File: src/rtl/image_uart_sender_pkg.sv
// Shared types and constants for the program-image UART sender.
package image_sender_pkg;

  typedef enum logic [3:0] {
    IDLE,
    WAIT_L,
    LEN_LO,
    LEN_HI,
    WAIT_A,
    WAIT_EQ,
    DAT_LO,
    DAT_HI,
    WAIT_R
  } state_t;

  localparam logic [7:0] ASC_L  = 8'h4C;
  localparam logic [7:0] ASC_A  = 8'h41;
  localparam logic [7:0] ASC_EQ = 8'h3D;
  localparam logic [7:0] ASC_R  = 8'h52;

  localparam int unsigned TIMER_W = 24;

  function automatic logic is_wait(input state_t s);
    return s inside {WAIT_L, WAIT_A, WAIT_EQ, WAIT_R};
  endfunction

endpackage

File: src/rtl/image_uart_sender_if.sv
// ROM read port plus UART byte TX/RX handshakes between sender and board logic.
interface image_uart_sender_if;
  logic [15:0] rom_addr;
  logic [15:0] rom_data;
  logic [7:0]  tx_data;
  logic        tx_valid;
  logic        tx_ready;
  logic [7:0]  rx_data;
  logic        rx_valid;

  modport master (
    output rom_addr, tx_data, tx_valid,
    input  rom_data, tx_ready, rx_data, rx_valid
  );

  modport slave (
    input  rom_addr, tx_data, tx_valid,
    output rom_data, tx_ready, rx_data, rx_valid
  );
endinterface

File: src/rtl/image_uart_sender_wait_timer.sv
// Loadable down-counter; expired is high whenever the count sits at zero.
module wait_timer
  import image_sender_pkg::*;
#(
  parameter int unsigned W = TIMER_W
) (
  input  logic         clk,
  input  logic         reset,
  input  logic         clear,
  input  logic         load,
  input  logic [W-1:0] load_val,
  input  logic         dec,
  output logic         expired
);

  logic [W-1:0] cnt;

  always_ff @(posedge clk) begin
    if (reset || clear) begin
      cnt <= '0;
    end else if (load) begin
      cnt <= load_val;
    end else if (dec && cnt != '0) begin
      cnt <= cnt - W'(1);
    end
  end

  assign expired = (cnt == '0);

endmodule

File: src/rtl/image_uart_sender.sv
// Streams length + 16-bit LE words from a ROM to a UART TX, paced by echoed prompts.
// IMAGE_SENDER_HANDSHAKE_EN selects prompt pacing with timeout; otherwise fixed gaps.
module image_uart_sender
  import image_sender_pkg::*;
#(
  parameter logic [23:0] TIMEOUT_CYCLES = 24'd12_000_000,
  parameter logic [15:0] GAP_CYCLES     = 16'd2000
) (
  input  logic                       clk,
  input  logic                       reset,
  input  logic                       start,
  input  logic [15:0]                length,
  image_uart_sender_if.master        bus,
  output logic                       busy,
  output logic                       done,
  output logic                       err
);

`ifdef IMAGE_SENDER_HANDSHAKE_EN
  localparam bit HS_EN = 1'b1;
`else
  localparam bit HS_EN = 1'b0;
`endif

  state_t               state, state_n;
  logic [15:0]          len_q;
  logic [7:0]           hi_q;
  logic                 accept, last_word;
  logic                 fin, abort;
  logic                 tmr_load, tmr_clear, tmr_dec, tmr_expired;
  logic [TIMER_W-1:0]   tmr_val;

  assign accept    = bus.tx_valid && bus.tx_ready;
  assign last_word = (bus.rom_addr == len_q - 16'd1);
  assign busy      = (state != IDLE);

  always_comb begin
    state_n      = state;
    bus.tx_valid = 1'b0;
    bus.tx_data  = '0;
    fin          = 1'b0;
    abort        = 1'b0;
    case (state)
      IDLE: if (start && length != '0) state_n = HS_EN ? WAIT_L : LEN_LO;
      WAIT_L: if (bus.rx_valid && bus.rx_data == ASC_L) state_n = LEN_LO;
      LEN_LO: begin
        bus.tx_valid = 1'b1;
        bus.tx_data  = len_q[7:0];
        if (bus.tx_ready) state_n = LEN_HI;
      end
      LEN_HI: begin
        bus.tx_valid = 1'b1;
        bus.tx_data  = len_q[15:8];
        if (bus.tx_ready) state_n = WAIT_A;
      end
      WAIT_A: begin
        if (HS_EN) begin
          if (bus.rx_valid && bus.rx_data == ASC_A) state_n = WAIT_EQ;
        end else if (tmr_expired) begin
          state_n = DAT_LO;
        end
      end
      WAIT_EQ: if (bus.rx_valid && bus.rx_data == ASC_EQ) state_n = DAT_LO;
      DAT_LO: begin
        bus.tx_valid = 1'b1;
        bus.tx_data  = bus.rom_data[7:0];
        if (bus.tx_ready) state_n = DAT_HI;
      end
      DAT_HI: begin
        bus.tx_valid = 1'b1;
        bus.tx_data  = hi_q;
        if (bus.tx_ready) begin
          if (!last_word)  state_n = WAIT_A;
          else if (HS_EN)  state_n = WAIT_R;
          else begin
            state_n = IDLE;
            fin     = 1'b1;
          end
        end
      end
      WAIT_R: begin
        if (bus.rx_valid && bus.rx_data == ASC_R) begin
          state_n = IDLE;
          fin     = 1'b1;
        end
      end
      default: state_n = IDLE;
    endcase

    // A prompt seen on the expiry cycle still wins; only a stalled wait aborts.
    if (HS_EN && is_wait(state) && state_n == state && tmr_expired) begin
      state_n = IDLE;
      abort   = 1'b1;
    end

    tmr_load  = (state_n != state) && is_wait(state_n);
    tmr_clear = (state_n == IDLE);
    tmr_dec   = is_wait(state);
    tmr_val   = HS_EN ? TIMEOUT_CYCLES : {8'd0, GAP_CYCLES};
  end

  always_ff @(posedge clk) begin
    if (reset) begin
      state        <= IDLE;
      len_q        <= '0;
      hi_q         <= '0;
      bus.rom_addr <= '0;
      done         <= 1'b0;
      err          <= 1'b0;
    end else begin
      state <= state_n;
      done  <= fin;
      if (state == IDLE && start) begin
        if (length == '0) begin
          err <= 1'b1;
        end else begin
          err          <= 1'b0;
          len_q        <= length;
          bus.rom_addr <= '0;
        end
      end
      if (abort) err <= 1'b1;
      if (state == DAT_LO && accept) hi_q <= bus.rom_data[15:8];
      if (state == DAT_HI && accept && !last_word) bus.rom_addr <= bus.rom_addr + 16'd1;
    end
  end

  wait_timer #(.W(TIMER_W)) u_timer (
    .clk      (clk),
    .reset    (reset),
    .clear    (tmr_clear),
    .load     (tmr_load),
    .load_val (tmr_val),
    .dec      (tmr_dec),
    .expired  (tmr_expired)
  );

endmodule

File: src/flat_wrapper.sv
// flat-port wrapper written by rule: the top's interface ports become plain ports
module image_uart_sender_flat import image_sender_pkg::*;
#(
  parameter logic [23:0] TIMEOUT_CYCLES = 24'd12_000_000,
  parameter logic [15:0] GAP_CYCLES     = 16'd2000
)
  (clk, reset, start, length, busy, done, err, bus_rom_addr, bus_tx_data, bus_tx_valid, bus_rom_data, bus_tx_ready, bus_rx_data, bus_rx_valid);
  image_uart_sender_if bus_i ();
  input  logic clk;
  input  logic reset;
  input  logic start;
  input  logic [15:0] length;
  output logic busy;
  output logic done;
  output logic err;
  output wire logic [$bits(bus_i.rom_addr)-1:0] bus_rom_addr;
  output wire logic [$bits(bus_i.tx_data)-1:0] bus_tx_data;
  output wire logic [$bits(bus_i.tx_valid)-1:0] bus_tx_valid;
  input wire logic [$bits(bus_i.rom_data)-1:0] bus_rom_data;
  input wire logic [$bits(bus_i.tx_ready)-1:0] bus_tx_ready;
  input wire logic [$bits(bus_i.rx_data)-1:0] bus_rx_data;
  input wire logic [$bits(bus_i.rx_valid)-1:0] bus_rx_valid;
  assign bus_rom_addr = bus_i.rom_addr;
  assign bus_tx_data = bus_i.tx_data;
  assign bus_tx_valid = bus_i.tx_valid;
  assign bus_i.rom_data = bus_rom_data;
  assign bus_i.tx_ready = bus_tx_ready;
  assign bus_i.rx_data = bus_rx_data;
  assign bus_i.rx_valid = bus_rx_valid;
  image_uart_sender #(.TIMEOUT_CYCLES(TIMEOUT_CYCLES), .GAP_CYCLES(GAP_CYCLES)) u_core (.clk(clk), .reset(reset), .start(start), .length(length), .bus(bus_i), .busy(busy), .done(done), .err(err));
endmodule
File: config.mk
export PLATFORM = sky130hd
export DESIGN_NAME = image_uart_sender_flat
export DESIGN_NICKNAME = d
export VERILOG_FILES = /design/src/rtl/image_uart_sender_pkg.sv /design/src/rtl/image_uart_sender_if.sv /design/src/rtl/image_uart_sender_wait_timer.sv /design/src/rtl/image_uart_sender.sv /design/src/flat_wrapper.sv
export SDC_FILE = /design/constraint.sdc
export NUM_CORES = 1
export LEC_CHECK = 0
export BUFFER_PORTS_ARGS = -buffer_cell sky130_fd_sc_hd__buf_2
export CAP_MARGIN = 20
export CORE_MARGIN = 2
export CORE_UTILIZATION = 45
export CTS_BUF_LIST = sky130_fd_sc_hd__clkbuf_8 sky130_fd_sc_hd__clkbuf_16
export DETAILED_ROUTE_END_ITERATION = 7
export PLACE_DENSITY_LB_ADDON = 0.12
export SETUP_SLACK_MARGIN = 0.05
export SLEW_MARGIN = 0
export SYNTH_ARGS = -nofsm -noshare
export SYNTH_HDL_FRONTEND = slang
export SYNTH_HIERARCHICAL = 1
export SYNTH_SLANG_ARGS = --single-unit
File: constraint.sdc
create_clock -name clk -period 5.63 [get_ports clk]
set_clock_uncertainty 0.1 [all_clocks]
set_input_delay 1.126 -clock clk [delete_from_list [all_inputs] [get_ports clk]]
set_output_delay 1.126 -clock clk [all_outputs]
set_load 0.03 [all_outputs]
==> results.py, run 1 <==
metrics = {
    "setup_path": {
        "worst_r2r_endpoint": "u_core/u_timer/cnt[22]$_SDFFE_PP0P_",
        "worstPathRequired_ns": 5.83,
        "path_class": "register to register",
        "arrival_ns": 4.50,
        "start_kind": "register",
        "r2r_setup_slack_ns": 1.33,
        "max_stage_delay_ns": 0.92,
        "worst-path-buf-inv": 2,
        "endpoint_kind": "register",
        "path_cells": "nor4_1, nand2_1, o31ai_1, o211ai_2, nor4_4, nand3_1, and2_1, inv_1, buf_16, nand2_1, or4_1, nor3_1, a311o_1",
        "crit_family": "simple AND/OR/NAND/NOR gates",
        "r2r_start": "u_core/len_q[3]$_SDFFE_PP0P_",
        "rr_worst_depth": 13,
        "cpMaxStageDelayCell": "nor4_1",
        "cp_max_fo": 38,
        "cpMostUsedCell": "nand2_1",
    },
    "global_routing": {
        "grt_use_total_pct": 23.7,
        "antenna_found_initial": 0,
        "grt_pass1_wl_um": 21500,
        "grt_pass1_vias": 4238,
        "grt_overflow": 0,
        "grt_max_degree": 47,
    },
    "yosys": {
        "postSynthAreaPerCell_um2": 8.27,
        "ys_ff_latch": 70,
        "synth-main-ff-cell": "dfxtp_1",
        "yosysUniqueCellTypes": 79,
        "yosysWarnings": 6,
        "ys_seq_area_share_pct": 29.6,
        "synthArstFlopShare_pct": 0,
        "synth_area_um2": 4730,
        "synth_edf_count": 0,
        "syn_inst": 572,
    },
    "die": {
        "row_count": 37,
        "ios": 73,
        "start_util_pct": 46.0,
        "core-area_um2": 10300,
        "dieArea_um2": 11300,
        "dieWidth_um": 107,
        "die_h_um": 107,
    },
    "finish": {
        "final_core_util_pct": 52.3,
        "drive_gt1_share_pct": 22.9,
        "fin_cells": 783,
        "postLayoutCellArea_um2": 5380,
        "diodes": 0,
        "num-nets-final": 691,
        "syn_to_final_growth_pct": 13.8,
    },
    "clocking": {
        "cts_resized": 0,
        "cts_root_buf": "clkbuf_8",
        "holdBufCountCts": 0,
        "numCtsBuffers": 9,
        "clkLatencyLatePin_ns": 0.36,
        "clkSinkCount": 70,
        "clk_path_buf_depth": 2,
        "cts_tree": "built",
        "htree_levels": 3,
        "path_clk_slew_ns": 0.07,
        "post-cts-setup-buffers": 0,
    },
    "pwr": {
        "seqPwrFrac_pct": 32.2,
        "pwr-share-clk_pct": 17.6,
        "intPower_mw": 1.14,
        "switching_share_pct": 44.5,
        "power.density_nw_per_um2": 381,
        "ir_worst_vdd_uv": 332,
        "power_frac_comb_pct": 50.2,
        "p_leak_nw": 1.96,
        "p_switching_uw": 912,
        "total_power_mw": 2.05,
    },
    "routing": {
        "drc": 0,
        "avgViaCountPerCell": 5.69,
        "top_layer": "met4",
        "wirelength_um": 12900,
        "dr_wl_met3_um": 516,
        "dr_wl_met2_um": 6340,
        "wl_met1_um": 5700,
        "drt-initial-drc-count": 239,
        "post_drt_wl_per_cell_um": 16.5,
        "antenna_left": 0,
        "drtPass1Iterations": 5,
        "vias": 4457,
    },
    "place": {
        "dp_hpwl_um": 9240,
        "place_area_um2": 5180,
        "preCtsSetupSlack_ns": 0.832,
        "dp.cells": 766,
        "routabilityCongestion": 0.920,
        "io_buffers": 72,
    },
    "timing": {
        "drv_slew": 0,
        "worst_slew_pin_slew_ns": 1.06,
        "clock.fmax_ghz": 0.233,
        "period_share_pct": 76.3,
        "slew_headroom_pct": 28.9,
        "tns_ns": 0,
        "rsz0062_at_grt": "false",
        "setup_viol": 0,
        "whs_ns": 0.408,
        "hold_viol": 0,
        "fin_ws_ns": 1.33,
        "period_needed_ns": 4.30,
    },
    "hold_path": {
        "min_delay_path_depth": 2,
        "hold_start": "u_core/hi_q[5]$_SDFFE_PP0P_",
        "min_path_type": "register to register",
        "hold_end": "u_core/hi_q[5]$_SDFFE_PP0P_",
    },
    "job": {
        "max_cap_viol_count": 0,
    },
    "status": {
        "outcome": "complete, no violations",
    },
}
[power groups by stage]
stage	sequential, mW	clock [mW]	combinational, mW
3_3_place_gp	0.667	0	1.01
5_1_grt	0.672	0.394	1.16
6_report	0.661	0.361	1.03
4_1_cts	0.659	0.375	1.03
2_1_floorplan	0.629	0	0.929
3_5_place_dp	0.670	0	1.02
[synthesized netlist by cell type (7+ instances only)]
cell type / count / area share (%)
clkbuf_1: 29 / 2.3
xnor2_1: 31 / 5.7
mux2i_1: 11 / 2.3
and2_1: 18 / 2.4
nand2_1: 58 / 4.6
or3_1: 11 / 1.5
inv_1: 12 / 0.95
o21ai_0: 30 / 3.2
dfxtp_1: 70 / 30
nor4_1: 21 / 2.8
nor3_1: 10 / 1.1
nand3_1: 14 / 1.5
a21oi_2: 9 / 1.7
a21oi_1: 47 / 5.0
mux4_2: 8 / 3.8
o211ai_1: 12 / 1.9
nor2_1: 44 / 3.5
o211ai_2: 10 / 2.6
xor2_1: 7 / 1.3
[final cells by class]
cell class / count / area, µm²
inverter: 13 / 48.8
sequential: 70 / 1400
clock inverter: 6 / 30.0
clock buffer: 10 / 138
fill: 1032 / 4900
tap: 136 / 170
timing repair buffer: 78 / 425
multi-input combinational: 470 / 3170
[logic make-up after synthesis]
logic type	Yosys count	share of synthesized area [%]
xor gates and xnor gates	38	7.04
DFF	70	29.6
muxes	20	6.38
buffers and inverters	54	5.16
AOI/OAI and AO/OA	156	23.7
and+or+nand+nor	228	26.9
adders and majority gates	4	1.06
other	2	0.159
[cell usage in the layout, fill, tap and decap left out, drive strengths merged, types with 6 or more instances in the layout]
master,n
conb,24
xnor2,31
o211ai,22
clkbuf,10
or4,7
and2,18
dfxtp,70
nor2,44
nor3,12
nand2,59
nor3b,6
o21ai,35
nand3,14
inv,14
or3,12
buf,78
xor2,7
a21oi,56
mux4,8
nor4,24
a211oi,6
mux2i,11
[state kept, by name (all words and copies together), names as in the netlist]
signal               count
u_core/u_timer/cnt      24
u_core/state             4
u_core/err               1
u_core/hi_q              8
u_core/bus.rom_addr     16
u_core/len_q            16
u_core/done              1
[how the worst max path moves through the flow]
stage | start | endpoint | cells past startpoint
5_1_grt | u_core/len_q[3]$_SDFFE_PP0P_ | u_core/u_timer/cnt[22]$_SDFFE_PP0P_ | 13
6_report | u_core/len_q[3]$_SDFFE_PP0P_ | u_core/u_timer/cnt[22]$_SDFFE_PP0P_ | 13
4_1_cts | u_core/len_q[3]$_SDFFE_PP0P_ | u_core/u_timer/cnt[22]$_SDFFE_PP0P_ | 12
3_5_place_dp | u_core/len_q[3]$_SDFFE_PP0P_ | u_core/u_timer/cnt[22]$_SDFFE_PP0P_ | 12
2_1_floorplan | u_core/len_q[6]$_SDFFE_PP0P_ | u_core/u_timer/cnt[22]$_SDFFE_PP0P_ | 16
3_3_place_gp | u_core/len_q[3]$_SDFFE_PP0P_ | u_core/u_timer/cnt[22]$_SDFFE_PP0P_ | 12
[tightest hold or removal path: stages (launching register included)]
cell,delay [ns]
dfxtp_1,0.34
mux2i_1,0.07
nor2_1,0.07
[layer usage]
layer  vias to the layer above  track usage, %
met3                        30            4.17
met5                         -               0
li1                       2221               -
met4                         0            8.91
met2                       114            40.6
met1                      2092            29.7
Note: power is estimated with default switching activity, not from simulation.
==> run 2, diff against run 1 <==
clock period = 3.7 ns   (was 5.63 ns; I/O delays follow)
==> run 2 against run 1 <==
Global-route usage up 0.20 points. Sequential share of layout area decreased by 0.75 points. Die area unchanged. Highest routed layer unchanged. Utilization increased by 1.5 points. Cell area is 3.0% higher. Register-to-register slack worse by 1.1 ns. Routed wire length rose by 2.3%.
==> results.py, run 2 (synthesis gave the netlist of run 1 again) <==
metrics = {
    "routing": {
        "wirelength_um": 13200,
        "drt-initial-drc-count": 241,
        "top_layer": "met4",
        "post_drt_wl_per_cell_um": 16.5,
        "drc": 0,
        "dr_wl_met3_um": 819,
        "wl_met1_um": 6100,
        "avgViaCountPerCell": 5.78,
        "dr_wl_met2_um": 6130,
        "drtPass1Iterations": 7,
        "vias": 4624,
        "antenna_left": 0,
    },
    "finish": {
        "layout_commonest_cell": "buf_2",
        "largest_register": "u_core/u_timer/cnt",
        "top_regs": "u_core/u_timer/cnt: 24 flops, u_core/bus.rom_addr: 16 flops, u_core/len_q: 16 flops",
        "diodes": 0,
        "num-nets-final": 708,
        "drive_gt1_share_pct": 25.6,
        "layout_common_cells": "72 x buf_2, 70 x dfxtp_1, 57 x nand2_1",
        "largest_reg_flops": 24,
        "fillCellCount": 1021,
        "syn_to_final_growth_pct": 17.1,
    },
    "place": {
        "routabilityCongestion": 0.919,
        "io_buffers": 72,
        "dp_hpwl_um": 9540,
        "preCtsSetupSlack_ns": 0.146,
    },
    "setup_path": {
        "r2r_setup_slack_ns": 0.27,
        "worst-path-buf-inv": 1,
        "path_cells": "or4_4, or3_4, a2111oi_4, o211ai_2, nor4_4, nand3_2, and2_1, inv_2, nand2_2, or4_1, nor3_1, a311o_1",
        "worst_r2r_endpoint": "u_core/u_timer/cnt[22]$_SDFFE_PP0P_",
        "max_stage_delay_ns": 0.59,
        "arrival_ns": 3.63,
        "crit_family": "simple AND/OR/NAND/NOR gates",
        "cpMaxStageDelayCell": "or4_4",
        "cp_max_fo": 7,
        "path_class": "register to register",
        "worstPathRequired_ns": 3.89,
        "endpoint_kind": "register",
        "r2r_start": "u_core/len_q[6]$_SDFFE_PP0P_",
        "rr_worst_depth": 12,
        "start_kind": "register",
    },
    "global_routing": {
        "grt_pass1_wl_um": 21500,
        "grt_pass1_vias": 4391,
        "grt_max_degree": 47,
        "grt_overflow": 0,
        "grt_use_total_pct": 23.9,
        "antenna_found_initial": 0,
    },
    "die": {
        "die_h_um": 107,
        "ios": 73,
        "dieWidth_um": 107,
        "dieArea_um2": 11300,
        "core-area_um2": 10300,
        "row_count": 37,
        "start_util_pct": 46.0,
    },
    "clocking": {
        "clk_path_buf_depth": 2,
        "clkLatencyLatePin_ns": 0.35,
        "holdBufCountCts": 0,
        "htree_levels": 3,
        "path_clk_slew_ns": 0.08,
        "cts_root_buf": "clkbuf_8",
        "clkSinkCount": 70,
        "cts_tree": "built",
        "numCtsBuffers": 9,
    },
    "pwr": {
        "ir_worst_vdd_uv": 538,
        "power.density_nw_per_um2": 593,
        "p_leak_nw": 2.06,
    },
    "hold_path": {
        "hold_start": "u_core/hi_q[7]$_SDFFE_PP0P_",
        "min_path_type": "register to register",
        "hold_end": "u_core/hi_q[7]$_SDFFE_PP0P_",
        "min_delay_path_depth": 2,
    },
    "timing": {
        "rsz0062_at_grt": "false",
        "clock.fmax_ghz": 0.291,
        "period_needed_ns": 3.43,
        "setup_viol": 0,
        "period_share_pct": 92.8,
        "fin_ws_ns": 0.268,
        "worst_slew_pin_slew_ns": 0.966,
        "tns_ns": 0,
        "drv_slew": 0,
        "hold_viol": 0,
        "slew_headroom_pct": 35.6,
    },
    "status": {
        "outcome": "complete, no violations",
    },
    "job": {
        "max_cap_viol_count": 0,
    },
}
-- run 2: worst max-delay path by stage --
stage          cells after the start  slack, ns                    startpoint                                   to
2_1_floorplan                     18       0.06  u_core/len_q[0]$_SDFFE_PP0P_  u_core/u_timer/cnt[22]$_SDFFE_PP0P_
3_3_place_gp                      12       0.29  u_core/len_q[4]$_SDFFE_PP0P_  u_core/u_timer/cnt[22]$_SDFFE_PP0P_
3_5_place_dp                      12       0.15  u_core/len_q[4]$_SDFFE_PP0P_  u_core/u_timer/cnt[22]$_SDFFE_PP0P_
4_1_cts                           12       0.12  u_core/len_q[4]$_SDFFE_PP0P_  u_core/u_timer/cnt[22]$_SDFFE_PP0P_
5_1_grt                           12       0.06  u_core/len_q[6]$_SDFFE_PP0P_  u_core/u_timer/cnt[22]$_SDFFE_PP0P_
6_report                          12       0.27  u_core/len_q[6]$_SDFFE_PP0P_  u_core/u_timer/cnt[22]$_SDFFE_PP0P_
-- run 2: layout make-up --
| type | instances | area, µm² | share of cell area (%) |
|---|---|---|---|
| inverter | 13 | 48.8 | 0.881 |
| sequential | 70 | 1400 | 25.3 |
| multi-input combinational | 470 | 3180 | 57.4 |
| tap | 136 | 170 | 3.07 |
| clock buffer | 11 | 151 | 2.73 |
| timing repair buffer | 95 | 537 | 9.69 |
| clock inverter | 5 | 50.0 | 0.904 |
-- run 2: what timing repair did --
action	4_1_cts	5_1_grt
buffers inserted	0	2
endpoints found under the setup margin	0	17
gates resized for setup	0	3
-- run 2: where the power goes --
group / switching [mW] / total [mW] / internal, mW / leakage (nW)
registers: 0.138 / 0.982 / 0.844 / 0.567
logic: 0.988 / 1.66 / 0.670 / 1.38
clock network: 0.301 / 0.644 / 0.343 / 0.108
-- run 2: through the flow --
stage	area [µm²]	std cells	hold slack, ns	total power [mW]	util [%]
floorplan	4820	594	0.355	2.37	-
global placement	5310	782	0.375	2.59	51.7
detailed placement	5310	782	0.385	2.61	51.7
CTS	5510	798	0.405	3.27	53.7
global route	5540	800	0.452	3.50	53.9
finish	5540	800	0.401	3.28	53.9
-- run 2: worst register-to-register path: stages, from the launching register on --
cell and delay [ns]:
dfxtp_1 0.31, or4_4 0.59, or3_4 0.42, a2111oi_4 0.31
o211ai_2 0.16, nor4_4 0.31, nand3_2 0.13, and2_1 0.20
inv_2 0.07, nand2_2 0.07, or4_1 0.41, nor3_1 0.15
a311o_1 0.13
-- run 2: metal layers --
metal / up-vias / track usage (%)
li1: 2257 / -
met4: 0 / 6.96
met3: 17 / 4.72
met1: 2199 / 32.1
met5: - / 0
met2: 151 / 39.0
